===== src/rtl/rv_muldiv_sequencer.sv =====
// rtl/rv_muldiv_sequencer.sv - iterative RV32M multiply/divide execution unit
//
// Accepts one RV32M command at a time and runs it on a shared shift-add /
// restoring-divide datapath, retiring BITS_PER_CYCLE bits per ITER cycle.
//
// Ports:
//   clk, rst_n        clock (rising edge), asynchronous active-low reset
//   flush             synchronous kill of any in-flight or held operation
//   cmd_valid/ready   command handshake; cmd_ready only in IDLE without flush
//   cmd_funct3        RV32M funct3 (MUL..REMU)
//   cmd_a, cmd_b      rs1 / rs2 operands
//   cmd_tag           opaque tag returned with the result
//   res_valid/ready   result handshake; res_data/res_tag held while stalled
//   res_data, res_tag 32-bit result and the tag of its command

module rv_muldiv_sequencer #(
    parameter int BITS_PER_CYCLE = 1,
    parameter int TAG_WIDTH      = 5
) (
    input  logic                 clk,
    input  logic                 rst_n,
    input  logic                 flush,
    input  logic                 cmd_valid,
    output logic                 cmd_ready,
    input  logic [2:0]           cmd_funct3,
    input  logic [31:0]          cmd_a,
    input  logic [31:0]          cmd_b,
    input  logic [TAG_WIDTH-1:0] cmd_tag,
    output logic                 res_valid,
    input  logic                 res_ready,
    output logic [31:0]          res_data,
    output logic [TAG_WIDTH-1:0] res_tag
);

    localparam int ITER  = 32 / BITS_PER_CYCLE;
    localparam int CNT_W = $clog2(ITER);

    typedef enum logic [2:0] {
        S_IDLE,
        S_SETUP,
        S_ITER,
        S_FIXUP,
        S_DONE
    } state_t;

    state_t                 state_q, state_d;
    logic [2:0]             funct3_q, funct3_d;
    logic [31:0]            a_q, a_d;
    logic [31:0]            b_q, b_d;
    logic [TAG_WIDTH-1:0]   tag_q, tag_d;
    logic                   neg_a_q, neg_a_d;
    logic                   neg_b_q, neg_b_d;
    // Multiply: {high, low} with the multiplier in low, shifted right.
    // Divide:   {remainder, dividend/quotient}, shifted left.
    logic [63:0]            acc_q, acc_d;
    // Multiplicand magnitude (multiply) or divisor magnitude (divide).
    logic [31:0]            opnd_q, opnd_d;
    logic [CNT_W-1:0]       cnt_q, cnt_d;
    logic [31:0]            res_data_q, res_data_d;
    logic [TAG_WIDTH-1:0]   res_tag_q, res_tag_d;

    // Operation decode from the registered funct3.
    logic is_div, is_rem, signed_a, signed_b, div_signed;
    assign is_div     = funct3_q[2];
    assign is_rem     = funct3_q[2] & funct3_q[1];
    assign div_signed = funct3_q[2] & ~funct3_q[0];
    assign signed_a   = (funct3_q == 3'b001) | (funct3_q == 3'b010) | div_signed;
    assign signed_b   = (funct3_q == 3'b001) | div_signed;

    assign cmd_ready = (state_q == S_IDLE) && !flush;
    assign res_valid = (state_q == S_DONE);
    assign res_data  = res_data_q;
    assign res_tag   = res_tag_q;

    // One ITER cycle worth of datapath steps.
    logic [63:0] step_acc;
    logic [32:0] sum;
    logic [32:0] top;
    always_comb begin
        step_acc = acc_q;
        sum      = '0;
        top      = '0;
        for (int i = 0; i < BITS_PER_CYCLE; i++) begin
            if (!is_div) begin
                sum      = {1'b0, step_acc[63:32]} + (step_acc[0] ? {1'b0, opnd_q} : 33'd0);
                step_acc = {sum, step_acc[31:1]};
            end else begin
                // Shifted partial remainder can reach 33 bits before the trial subtract.
                top = step_acc[63:31];
                if (top >= {1'b0, opnd_q}) begin
                    top      = top - {1'b0, opnd_q};
                    step_acc = {top[31:0], step_acc[30:0], 1'b1};
                end else begin
                    step_acc = {top[31:0], step_acc[30:0], 1'b0};
                end
            end
        end
    end

    // Sign correction and word selection.
    logic [63:0] prod;
    logic [31:0] quo, rem, fix_res;
    always_comb begin
        prod = (neg_a_q ^ neg_b_q) ? (~acc_q + 64'd1) : acc_q;
        quo  = (neg_a_q ^ neg_b_q) ? (~acc_q[31:0] + 32'd1) : acc_q[31:0];
        rem  = neg_a_q ? (~acc_q[63:32] + 32'd1) : acc_q[63:32];
        if (!is_div) begin
            fix_res = (funct3_q[1:0] == 2'b00) ? prod[31:0] : prod[63:32];
        end else begin
            fix_res = is_rem ? rem : quo;
        end
    end

    // Special-case detection on the registered operands.
    logic        div_by_zero, div_ovf;
    logic [31:0] mag_a, mag_b;
    logic        sa_neg, sb_neg;
    always_comb begin
        div_by_zero = is_div && (b_q == 32'd0);
        div_ovf     = div_signed && (a_q == 32'h8000_0000) && (b_q == 32'hFFFF_FFFF);
        sa_neg      = signed_a & a_q[31];
        sb_neg      = signed_b & b_q[31];
        mag_a       = sa_neg ? (~a_q + 32'd1) : a_q;
        mag_b       = sb_neg ? (~b_q + 32'd1) : b_q;
    end

    always_comb begin
        state_d    = state_q;
        funct3_d   = funct3_q;
        a_d        = a_q;
        b_d        = b_q;
        tag_d      = tag_q;
        neg_a_d    = neg_a_q;
        neg_b_d    = neg_b_q;
        acc_d      = acc_q;
        opnd_d     = opnd_q;
        cnt_d      = cnt_q;
        res_data_d = res_data_q;
        res_tag_d  = res_tag_q;

        case (state_q)
            S_IDLE: begin
                if (cmd_valid && cmd_ready) begin
                    funct3_d = cmd_funct3;
                    a_d      = cmd_a;
                    b_d      = cmd_b;
                    tag_d    = cmd_tag;
                    state_d  = S_SETUP;
                end
            end
            S_SETUP: begin
                neg_a_d = sa_neg;
                neg_b_d = sb_neg;
                acc_d   = {32'd0, is_div ? mag_a : mag_b};
                opnd_d  = is_div ? mag_b : mag_a;
                cnt_d   = CNT_W'(ITER - 1);
                if (div_by_zero) begin
                    res_data_d = is_rem ? a_q : 32'hFFFF_FFFF;
                    res_tag_d  = tag_q;
                    state_d    = S_DONE;
                end else if (div_ovf) begin
                    res_data_d = is_rem ? 32'd0 : 32'h8000_0000;
                    res_tag_d  = tag_q;
                    state_d    = S_DONE;
                end else begin
                    state_d = S_ITER;
                end
            end
            S_ITER: begin
                acc_d = step_acc;
                cnt_d = cnt_q - CNT_W'(1);
                if (cnt_q == '0) begin
                    state_d = S_FIXUP;
                end
            end
            S_FIXUP: begin
                res_data_d = fix_res;
                res_tag_d  = tag_q;
                state_d    = S_DONE;
            end
            S_DONE: begin
                if (res_ready) begin
                    state_d = S_IDLE;
                end
            end
            default: state_d = S_IDLE;
        endcase

        // A killed op must never publish its result, even into the held registers.
        if (flush) begin
            state_d    = S_IDLE;
            res_data_d = res_data_q;
            res_tag_d  = res_tag_q;
        end
    end

    always_ff @(posedge clk or negedge rst_n) begin
        if (!rst_n) begin
            state_q    <= S_IDLE;
            funct3_q   <= '0;
            a_q        <= '0;
            b_q        <= '0;
            tag_q      <= '0;
            neg_a_q    <= 1'b0;
            neg_b_q    <= 1'b0;
            acc_q      <= '0;
            opnd_q     <= '0;
            cnt_q      <= '0;
            res_data_q <= '0;
            res_tag_q  <= '0;
        end else begin
            state_q    <= state_d;
            funct3_q   <= funct3_d;
            a_q        <= a_d;
            b_q        <= b_d;
            tag_q      <= tag_d;
            neg_a_q    <= neg_a_d;
            neg_b_q    <= neg_b_d;
            acc_q      <= acc_d;
            opnd_q     <= opnd_d;
            cnt_q      <= cnt_d;
            res_data_q <= res_data_d;
            res_tag_q  <= res_tag_d;
        end
    end

endmodule


===== config.mk =====
export PLATFORM = sky130hd
export DESIGN_NAME = rv_muldiv_sequencer
export DESIGN_NICKNAME = d
export VERILOG_FILES = /design/src/rtl/rv_muldiv_sequencer.sv
export SDC_FILE = /design/constraint.sdc
export NUM_CORES = 1
export LEC_CHECK = 0
export ABC_AREA = 0
export BUFFER_PORTS_ARGS = -buffer_cell sky130_fd_sc_hd__buf_2
export CAP_MARGIN = 20
export CORE_MARGIN = 1.5
export CORE_UTILIZATION = 30
export CTS_BUF_LIST = sky130_fd_sc_hd__clkbuf_8
export CTS_CLUSTER_DIAMETER = 200
export DETAILED_ROUTE_END_ITERATION = 7
export PLACE_DENSITY_LB_ADDON = 0.15
export SYNTH_ARGS = -nofsm -noshare
export SYNTH_HDL_FRONTEND = slang
export SYNTH_SLANG_ARGS = --single-unit

===== constraint.sdc =====
create_clock -name clk -period 9.6 [get_ports clk]
set_input_delay 2.4 -clock clk [delete_from_list [all_inputs] [get_ports clk]]
set_output_delay 2.4 -clock clk [all_outputs]
set_load 0.05 [all_outputs]

# == Word-level counts from Yosys, hierarchy flattened ==
# Cells that the tools add are included.
# Widths: inputs -> output; s select.
# totals
ff_bits,215
in_bits,77
out_inout_bits,39
word_cells,93
# classes
add_sub_neg,8
order_cmp,1
n_eq_ne,12
mux,30
n_bitwise,15
n_reduce_logical,15
# op_table
operator,n
$mux 32,14
$mux 64,3
$add 32x1->32 const B,4
$not 32->32,4
$pmux 64 s2,1
$add 64x1->64 const B,1
$eq 32x32->1 const B,2
$not 64->64,1
$pmux 32 s2,1
$add 32x32->33,1
$ge 33x32->1,1
$logic_not 32->1,1
$sub 32x32->32,1
$pmux 5 s2,2
$mux 3,6
$pmux 3 s5,1
$mux 5,2
$eq 3x2->1 const B,3
$eq 3x1->1 const B,2
$ne 3x2->1 const B,2
$ne 3x3->1 const B,2
$reduce_and 3->1,2
$logic_and 1x1->1,5
$logic_not 5->1,1
11 further kinds,18

# == Longest topological paths before layout ==
# Gate-level depths: netlist of run 1.
# logic_depth
word_depth,8
ltp_mapped,15
ltp_nobuf,13

# == Worst setup path after synthesis of run 1 ==
# Ideal clock, no wire load.
# synth_path
path_type,input -> output
startpoint,input port flush
endpoint,output port cmd_ready
t_arrival_ns,3.915
required_ns,7.200
setup_slack_ns,3.285
cell_stages,1
n_path_buf,0
path_cell_list,nor4_1
# synth_between
elab_chain_cells,2
# synth_rtl
item,line_no,text
start: declaration,22,"input logic flush,"
$logic_not 1->1,70,assign cmd_ready = (state_q == S_IDLE) && !flush;
$logic_and 1x1->1,70,
end: declaration,24,"output logic cmd_ready,"
# Every way passes these cells.

# == Worst setup path in the final report of run 1 ==
# Same ends and word-level chain as after synthesis.

==> results of run 1 <==
-- worst paths after layout --
kind	startpoint	to	slack [ps]	cells past startpoint
max	flush	cmd_ready	3730	3
min	res_data[3]$_DFFE_PN0P_	res_data[3]$_DFFE_PN0P_	470	1
max reg2reg	acc_q[36]$_DFFE_PN0P_	acc_q[58]$_DFFE_PN0P_	4880	10
min reg2reg	res_data[3]$_DFFE_PN0P_	res_data[3]$_DFFE_PN0P_	470	1
max in group asynchronous	rst_n	neg_b_q$_DFFE_PN0P_	6350	2
min in group asynchronous	rst_n	tag_q[2]$_DFFE_PN0P_	1860	1
-- registers in the layout, indices dropped and copies added (netlist names) --
| signal | flops |
|---|---|
| a_q | 32 |
| acc_q | 64 |
| b_q | 32 |
| cnt_q | 5 |
| funct3_q | 3 |
| neg_a_q | 1 |
| neg_b_q | 1 |
| opnd_q | 32 |
| res_data | 32 |
| res_tag | 5 |
| state_q | 3 |
| tag_q | 5 |
-- kinds of logic (layout without fill, tap and decap cells) --
kind of cell,count (synthesis),after routing,share of synthesized area
simple gates,669,669,0.179
compound gates,642,642,0.231
buf+inv,224,283,0.0493
flops,215,215,0.307
xor+xnor,198,198,0.0990
mux,133,133,0.0817
fa+ha+maj,73,73,0.0530
-- stage by stage --
step	setup WS [ps]	total power [mW]	utilization	cells	cell area [um^2]
2_1_floorplan	3280	4.93	-	2154	17500
3_3_place_gp	3700	6.46	0.324	2905	18700
3_5_place_dp	3720	6.48	0.325	2906	18700
4_1_cts	3710	7.52	0.340	2978	19600
5_1_grt	3690	8.06	0.340	2978	19600
6_report	3730	7.56	0.340	2978	19600
-- power breakdown --
group	leakage (nW)	internal (mW)	switching, mW
clock	0.488	0.541	0.443
combinational	5.40	1.68	3.03
sequential	2.65	1.23	0.637
total	8.54	3.45	4.11
-- critical path, cell delays in order --
cell    delay (ps)
buf_2          140
nor4_1         540
buf_2          390
-- layout by cell type, fill, tap and decap left out, types with 6 or more instances in the layout --
cell and count:
o211ai_1 25, nand4_1 16, nand2_1 231, or3_1 24, nand3_1 35, nor4_1 28, or4_1 17, xnor2_1 100
nor2b_1 9, o2111ai_1 6, o22ai_1 10, a21o_1 44, ha_1 71, o21bai_1 6, o221ai_1 50, xor2_1 96
a221oi_1 9, a21oi_1 178, buf_4 24, nor3_1 56, a31oi_1 30, mux2_2 80, mux2i_1 53, clkbuf_8 52
nand2b_1 16, inv_1 82, nor2_1 182, nand3b_1 6, o21ai_0 177, a211oi_1 13, and2_1 8, or2_2 7
a22oi_1 16, and3_1 9, dfrtp_1 214, o31ai_1 14, o41ai_1 8, buf_2 114
-- routing by layer --
metal / part of all wire / track usage / up-vias
met5: 0 / 0 / -
met4: 0.035 / 0.0859 / 0
met3: 0.059 / 0.0320 / 97
met2: 0.44 / 0.358 / 580
met1: 0.47 / 0.336 / 8353
li1: - / - / 7881
-- layout make-up --
| class | count | area share |
|---|---|---|
| Multi-Input combinational cell | 1715 | 0.578 |
| Sequential cell | 215 | 0.275 |
| Tap cell | 765 | 0.0488 |
| Timing Repair Buffer | 140 | 0.0405 |
| Clock buffer | 52 | 0.0365 |
| Inverter | 71 | 0.0136 |
| Clock inverter | 20 | 0.00734 |
==> metrics, run 1 <==
status completed; leakage 8.54 nW; drt first pass iters 5; Worst Max-Slew Pin Slew 1110 ps; number of max-cap violations 0; Antenna diodes 0; WL per Instance 23.9 um; largest area contributor in the netlist dfrtp_1; Fillers 6,204; Cell Area, Synth 17,500 um^2; grt ovf 0; Final Cycle Share 0.612; Synth-to-Final Area Change 11.8%; H-tree Lvls 2; die span in x 245 um; Final Hold Vio Count 0; clock buffer depth 3; register area 5380 um^2; Post-synth EDFFs 0; via/cell ratio 5.68; Synth area leaders dfrtp_1 31%, mux2_2 5.1%, a21oi_1 5.1%; Power Density 386 nW/um^2; global-route wire length before repair 106,000 um; Antenna Violating Nets Remaining 0; clk sink count 215; post-synth top area share 0.307; final setup vio count 0; residual DRC count 0; worst path arrival time 3470 ps; critical path class in -> out; Multi-input gate area 11,300 um^2; Cell variety after synth 77; worst path required time 7200 ps; syn_nets 2,304; worst hold path type reg -> reg; IO buf count 115; Post-synth top cells 233 x nand2_1, 215 x dfrtp_1, 184 x nor2_1; CTS tree yes; Top Ports 116; Max Clk Rate 170 MHz; DRC marker count from the first detailed-route iteration 1,320; final WL 71,100 um; final critical-path required period 5870 ps; Syn Area/Cell 8.14 um^2; Root Driver clkbuf_8; layout cells sized above 1 0.141; Hold-fix buffers, CTS 0; Max FO, Critical Path 5; #FFs+latches synth 215; largest net degree at the start of global routing 110; Post-Route Setup TNS 0 ps; Final Max Slew Viols 0; Syn Inst Count 2,154; total number of vias 16.9k; hold_ws 470 ps; post-cts sizing count 0; Final HPWL DP 53,200 um; count leader, synth nand2_1; main flop type after synthesis dfrtp_1; initial antenna violation count 1; Max transition margin 0.260; Global Route Usage Sum 0.235; clock slew at reported path FFs 60 ps; row count 88; CP Launch Type input port; skew final 32.8 ps; VDD IR max 0.371 mV; total core area 57,700 um^2; vias in the first global route 16.3k; Nets 2,336; Chip Height 245 um; Skew-Pair Late Insertion Delay 630 ps; Synth async-reset ratio 1.00; Seq/Total Area, Yosys 0.307; Starting Density 0.304; Final Wtd Congestion 0.937; RSZ-0062 raised after global routing no; die area 59,900 um^2; Setup Buffers After CTS 0; Num CTS Buffers 43; synth warn 0; Setup crit end kind output port
No activity file was read; power rests on OpenSTA's default activity.
==> run 2, diff against run 1 <==
- clock period: 9.6 -> 6.1 ns (I/O delays scaled with it)
==> run 2 against run 1 <==
Effect of this change: register-to-register slack worse by 3100 ps; final cell count rose by 0.13%; wire length about the same; clock power is 60% higher; via count about the same; largest power group unchanged; sequential share of layout area fell by 0.12 points; sequential power is 55% higher; critical path depth increased by 8; first-iteration DRC count is 25% higher; global-route usage is 0.071 points lower.
==> metrics, run 2 (same netlist as run 1, synthesis figures left out) <==
status completed; post-layout power 12.0 mW; clk sink count 215; Worst Max-Slew Pin Slew 991 ps; final WL 71,100 um; hold_ws 472 ps; clock share of power 0.131; switching share of power 0.543; register share of total power 0.242; NetSw 6.51 mW; Largest register FFs 64; dpl ws 1400 ps; HP Start res_data[24]$_DFFE_PN0P_; reg2reg start acc_q[32]$_DFFE_PN0P_; Setup Buffers After CTS 0; leakage 8.58 nW; Synth-to-Final Area Change 12.3%; Hold-fix buffers, CTS 0; Final Max Slew Viols 0; total core area 57,700 um^2; worst hold path type reg -> reg; Global Route Usage Sum 0.234; Num CTS Buffers 42; most frequent cells in the layout 231 x nand2_1, 214 x dfrtp_1, 182 x nor2_1, 178 x a21oi_1, 177 x o21ai_0; drt first pass iters 6; Final Hold Vio Count 0; post-cts sizing count 0; setup ws final 1750 ps; slowest CP cell nor4b_2; Final Wtd Congestion 0.925; Internal 5.47 mW; cells along the critical path inv_1 -> ha_1 -> or3b_2 -> nor4b_2 -> nand3_1 -> nor4_1 -> a21oi_1 -> xnor2_1 -> o21ai_0 -> o221ai_1 -> nand2_1; vias in the first global route 16.1k; Starting Density 0.304; Setup crit end kind register; VDD IR max 0.331 mV; worst path arrival time 4820 ps; Antenna diodes 0; IO buf count 115; final setup vio count 0; Post-Route Setup TNS 0 ps; final critical-path required period 4350 ps; grt ovf 0; WL per Instance 23.8 um; largest net degree at the start of global routing 122; initial antenna violation count 1; critical path class reg -> reg; Max FO, Critical Path 9; total number of vias 16.9k; DRC marker count from the first detailed-route iteration 1,654; Nets 2,338; combinational power share 0.627; RSZ-0062 raised after global routing no; Antenna Violating Nets Remaining 0; Chip Height 245 um; clock slew at reported path FFs 60 ps; die area 59,900 um^2; layout cells sized above 1 0.143; Power Density 609 nW/um^2; Final Cycle Share 0.713; H-tree Lvls 2; CP Launch Type register; clock buffer depth 3; Skew-Pair Late Insertion Delay 630 ps; Final HPWL DP 53,600 um; Max Clk Rate 230 MHz; largest reg by FF count acc_q; Root Driver clkbuf_8; row count 88; die span in x 245 um; Max transition margin 0.339; number of max-cap violations 0; most common cell after layout, fill and taps aside nand2_1; worst path required time 6570 ps; CTS tree yes; crit path from acc_q[32]$_DFFE_PN0P_; global-route wire length before repair 106,000 um; skew final 41.4 ps; Top Ports 116; residual DRC count 0; Worst path max stage delay 810 ps; via/cell ratio 5.68
==> run 2: area by class of cell <==
cell class / count / area [um^2]
clock buffer: 53 / 729
clock inverter: 20 / 159
fill: 6150 / 38000
inverter: 71 / 267
multi-input combinational: 1715 / 11300
sequential: 215 / 5380
tap: 765 / 957
timing repair buffer: 143 / 848
==> run 2: power by group through the flow <==
stage               clock, mW  combinational, mW  sequential, mW
floorplan                   0               5.09            2.67
global placement            0               7.33            2.87
detailed placement          0               7.30            2.89
CTS                      1.63               7.36            2.87
global route             1.69               8.11            2.96
finish                   1.57               7.51            2.89
==> run 2: through the flow <==
stage	instance area, um^2	util	std cells
finish	19700	0.341	2982
global route	19700	0.341	2982
CTS	19600	0.340	2980
detailed placement	18700	0.325	2907
global placement	18700	0.325	2907
floorplan	17500	-	2154
==> run 2: worst paths after layout <==
| path | to | slack (ps) | cells past startpoint |
|---|---|---|---|
| hold reg to reg | res_data[24]$_DFFE_PN0P_ | 470 | 2 |
| hold / removal | res_data[24]$_DFFE_PN0P_ | 470 | 2 |
| min in group asynchronous | tag_q[4]$_DFFE_PN0P_ | 990 | 1 |
| setup reg to reg | res_data[24]$_DFFE_PN0P_ | 1750 | 11 |
| max in group asynchronous | acc_q[62]$_DFFE_PN0P_ | 3900 | 2 |
| setup / recovery | res_data[24]$_DFFE_PN0P_ | 1750 | 11 |
==> run 2: per-layer routing <==
| layer | routed length [um] | global-route usage |
|---|---|---|
| met2 | 31900 | 0.365 |
| met3 | 4490 | 0.0309 |
| met4 | 2640 | 0.0846 |
| met1 | 32100 | 0.329 |
| met5 | 0 | 0 |
==> run 2: worst max-delay path, delay by kind of cell, from the launching register on <==
kind	cells	cell delay [ps]
flops	1	570
compound gates	3	650
buf+inv	1	220
simple gates	5	2000
xor+xnor	1	320
fa+ha+maj	1	440
==> run 3, diff against run 2 <==
- clock period: 6.1 -> 3.7 ns (I/O delays scaled with it)
==> run 3 against run 2 <==
Effect of this change: register-to-register slack got worse by 1700 ps; sequential power up 51%; combinational power is 80% higher; flip-flop and latch count is the same; critical path type unchanged; largest power group unchanged; final area is 4.3% higher.
==> metrics, run 3 (same netlist as run 1, synthesis figures left out) <==
CP Launch Type register; initial antenna violation count 0; residual DRC count 0; final WL 74,300 um; Final Wtd Congestion 0.960; critical path class reg -> reg; Finished Layout Cells 3,077; global-route wire length before repair 111,000 um; cells along the critical path buf_4 -> or4_1 -> or4_4 -> or3_1 -> nor3_2 -> nor2b_1 -> xnor2_1 -> o2111ai_1 -> a221oi_2 -> nor2_1; VDD IR max 0.753 mV; leakage 9.10 nW; clock buffer depth 3; final critical-path required period 3600 ps; RSZ-0062 raised after global routing no; Root Driver clkbuf_8; placed cells 3,004; clk sink count 215; Worst path max stage delay 640 ps; most common cell after layout, fill and taps aside nand2_1; grt ovf 0; worst path required time 4220 ps; slowest CP cell or4_1; Post-Route Setup TNS 0 ps; Top Ports 116; Max Clk Rate 278 MHz; drt first pass iters 6; Power Density 1000 nW/um^2; largest reg by FF count acc_q; worst hold path type in -> async; Largest register FFs 64; utilization after layout 0.356; DRC marker count from the first detailed-route iteration 1,775; cell area after placement 19,500 um^2; Num CTS Buffers 42; largest net degree at the start of global routing 105; clock slew at reported path FFs 60 ps; Max FO, Critical Path 7; Skew-Pair Late Insertion Delay 650 ps; die area 59,900 um^2; NetSw 10.9 mW; Chip Height 245 um; register share of total power 0.213; vias in the first global route 17.1k; switching share of power 0.534; H-tree Lvls 2; Final Max Slew Viols 0; Max transition margin 0.379; number of max-cap violations 0; clock share of power 0.129; skew final 38.5 ps; via/cell ratio 5.68; Setup crit end kind register; final setup vio count 0; Hold-fix buffers, CTS 0; post-route cell area 20,500 um^2; Final Hold Vio Count 0; Final Cycle Share 0.973; most frequent cells in the layout 230 x nand2_1, 214 x dfrtp_1, 182 x nor2_1, 177 x a21oi_1, 177 x o21ai_0; CTS tree yes; Nets 2,434; Antenna Violating Nets Remaining 0; dpl ws -162 ps; combinational power share 0.658; total core area 57,700 um^2; Starting Density 0.304; total number of vias 17.5k; Internal 9.56 mW; Worst Max-Slew Pin Slew 929 ps; Global Route Usage Sum 0.246; Final HPWL DP 56,900 um; row count 88; Setup Buffers After CTS 0; IO buf count 115; WL per Instance 24.2 um; die span in x 245 um; Antenna diodes 0; worst path arrival time 4120 ps; Synth-to-Final Area Change 17.1%; setup ws final 102 ps; layout cells sized above 1 0.184; status completed
[run 3: through the flow]
| step | hold WS, ps | power (mW) |
|---|---|---|
| floorplan | 450 | 12.8 |
| global placement | 452 | 17.4 |
| detailed placement | 456 | 17.5 |
| CTS | 294 | 20.3 |
| global route | 327 | 21.9 |
| finish | 273 | 20.5 |
[run 3: area by class of cell]
class                   count  area (um^2)
inverters                  71          267
well taps                 765          957
clock buffers              52          716
flip-flops and latches    215         5380
fillers                  6120        37200
clock inverters            20          181
multi-input cells        1715        11400
repair buffers            239         1590
[run 3: final timing paths]
path,start,to,slack (ps),cells after the start
worst max-delay path,acc_q[38]$_DFFE_PN0P_,res_data[31]$_DFFE_PN0P_,100,10
worst min-delay path,rst_n,a_q[11]$_DFFE_PN0P_,270,1
worst max register to register,acc_q[38]$_DFFE_PN0P_,res_data[31]$_DFFE_PN0P_,100,10
worst min register to register,res_data[24]$_DFFE_PN0P_,res_data[24]$_DFFE_PN0P_,470,2
max in group asynchronous,rst_n,b_q[24]$_DFFE_PN0P_,2520,2
min in group clk,res_data[24]$_DFFE_PN0P_,res_data[24]$_DFFE_PN0P_,470,2
[run 3: worst max-delay path, delay by kind of cell (launching register included)]
kind / cells / cell delay (ps)
simple gates: 6 / 2150
compound gates: 2 / 500
flops: 1 / 430
buf+inv: 1 / 200
xor+xnor: 1 / 180
[run 3: timing repair]
item / in CTS / in global routing
cloned: 0 / 0
endpoints found under the setup margin: 2 / 9
pin swaps: 0 / 5
resized for setup: 3 / 20
[run 3: layer usage]
metal	track usage	wire length, um	vias to the layer above
li1	-	-	8058
met1	0.333	32200	8530
met2	0.379	33100	743
met3	0.0406	5510	156
met4	0.119	3560	0
met5	0	0	-
[run 3: power by group through the flow]
stage / clock network, mW / logic [mW] / registers [mW]
final: 2.66 / 13.5 / 4.36
after detailed placement: 0 / 13.1 / 4.37
after CTS: 2.72 / 13.2 / 4.34
after global placement: 0 / 13.1 / 4.35
after floorplan: 0 / 8.38 / 4.40
after global routing: 2.82 / 14.6 / 4.48
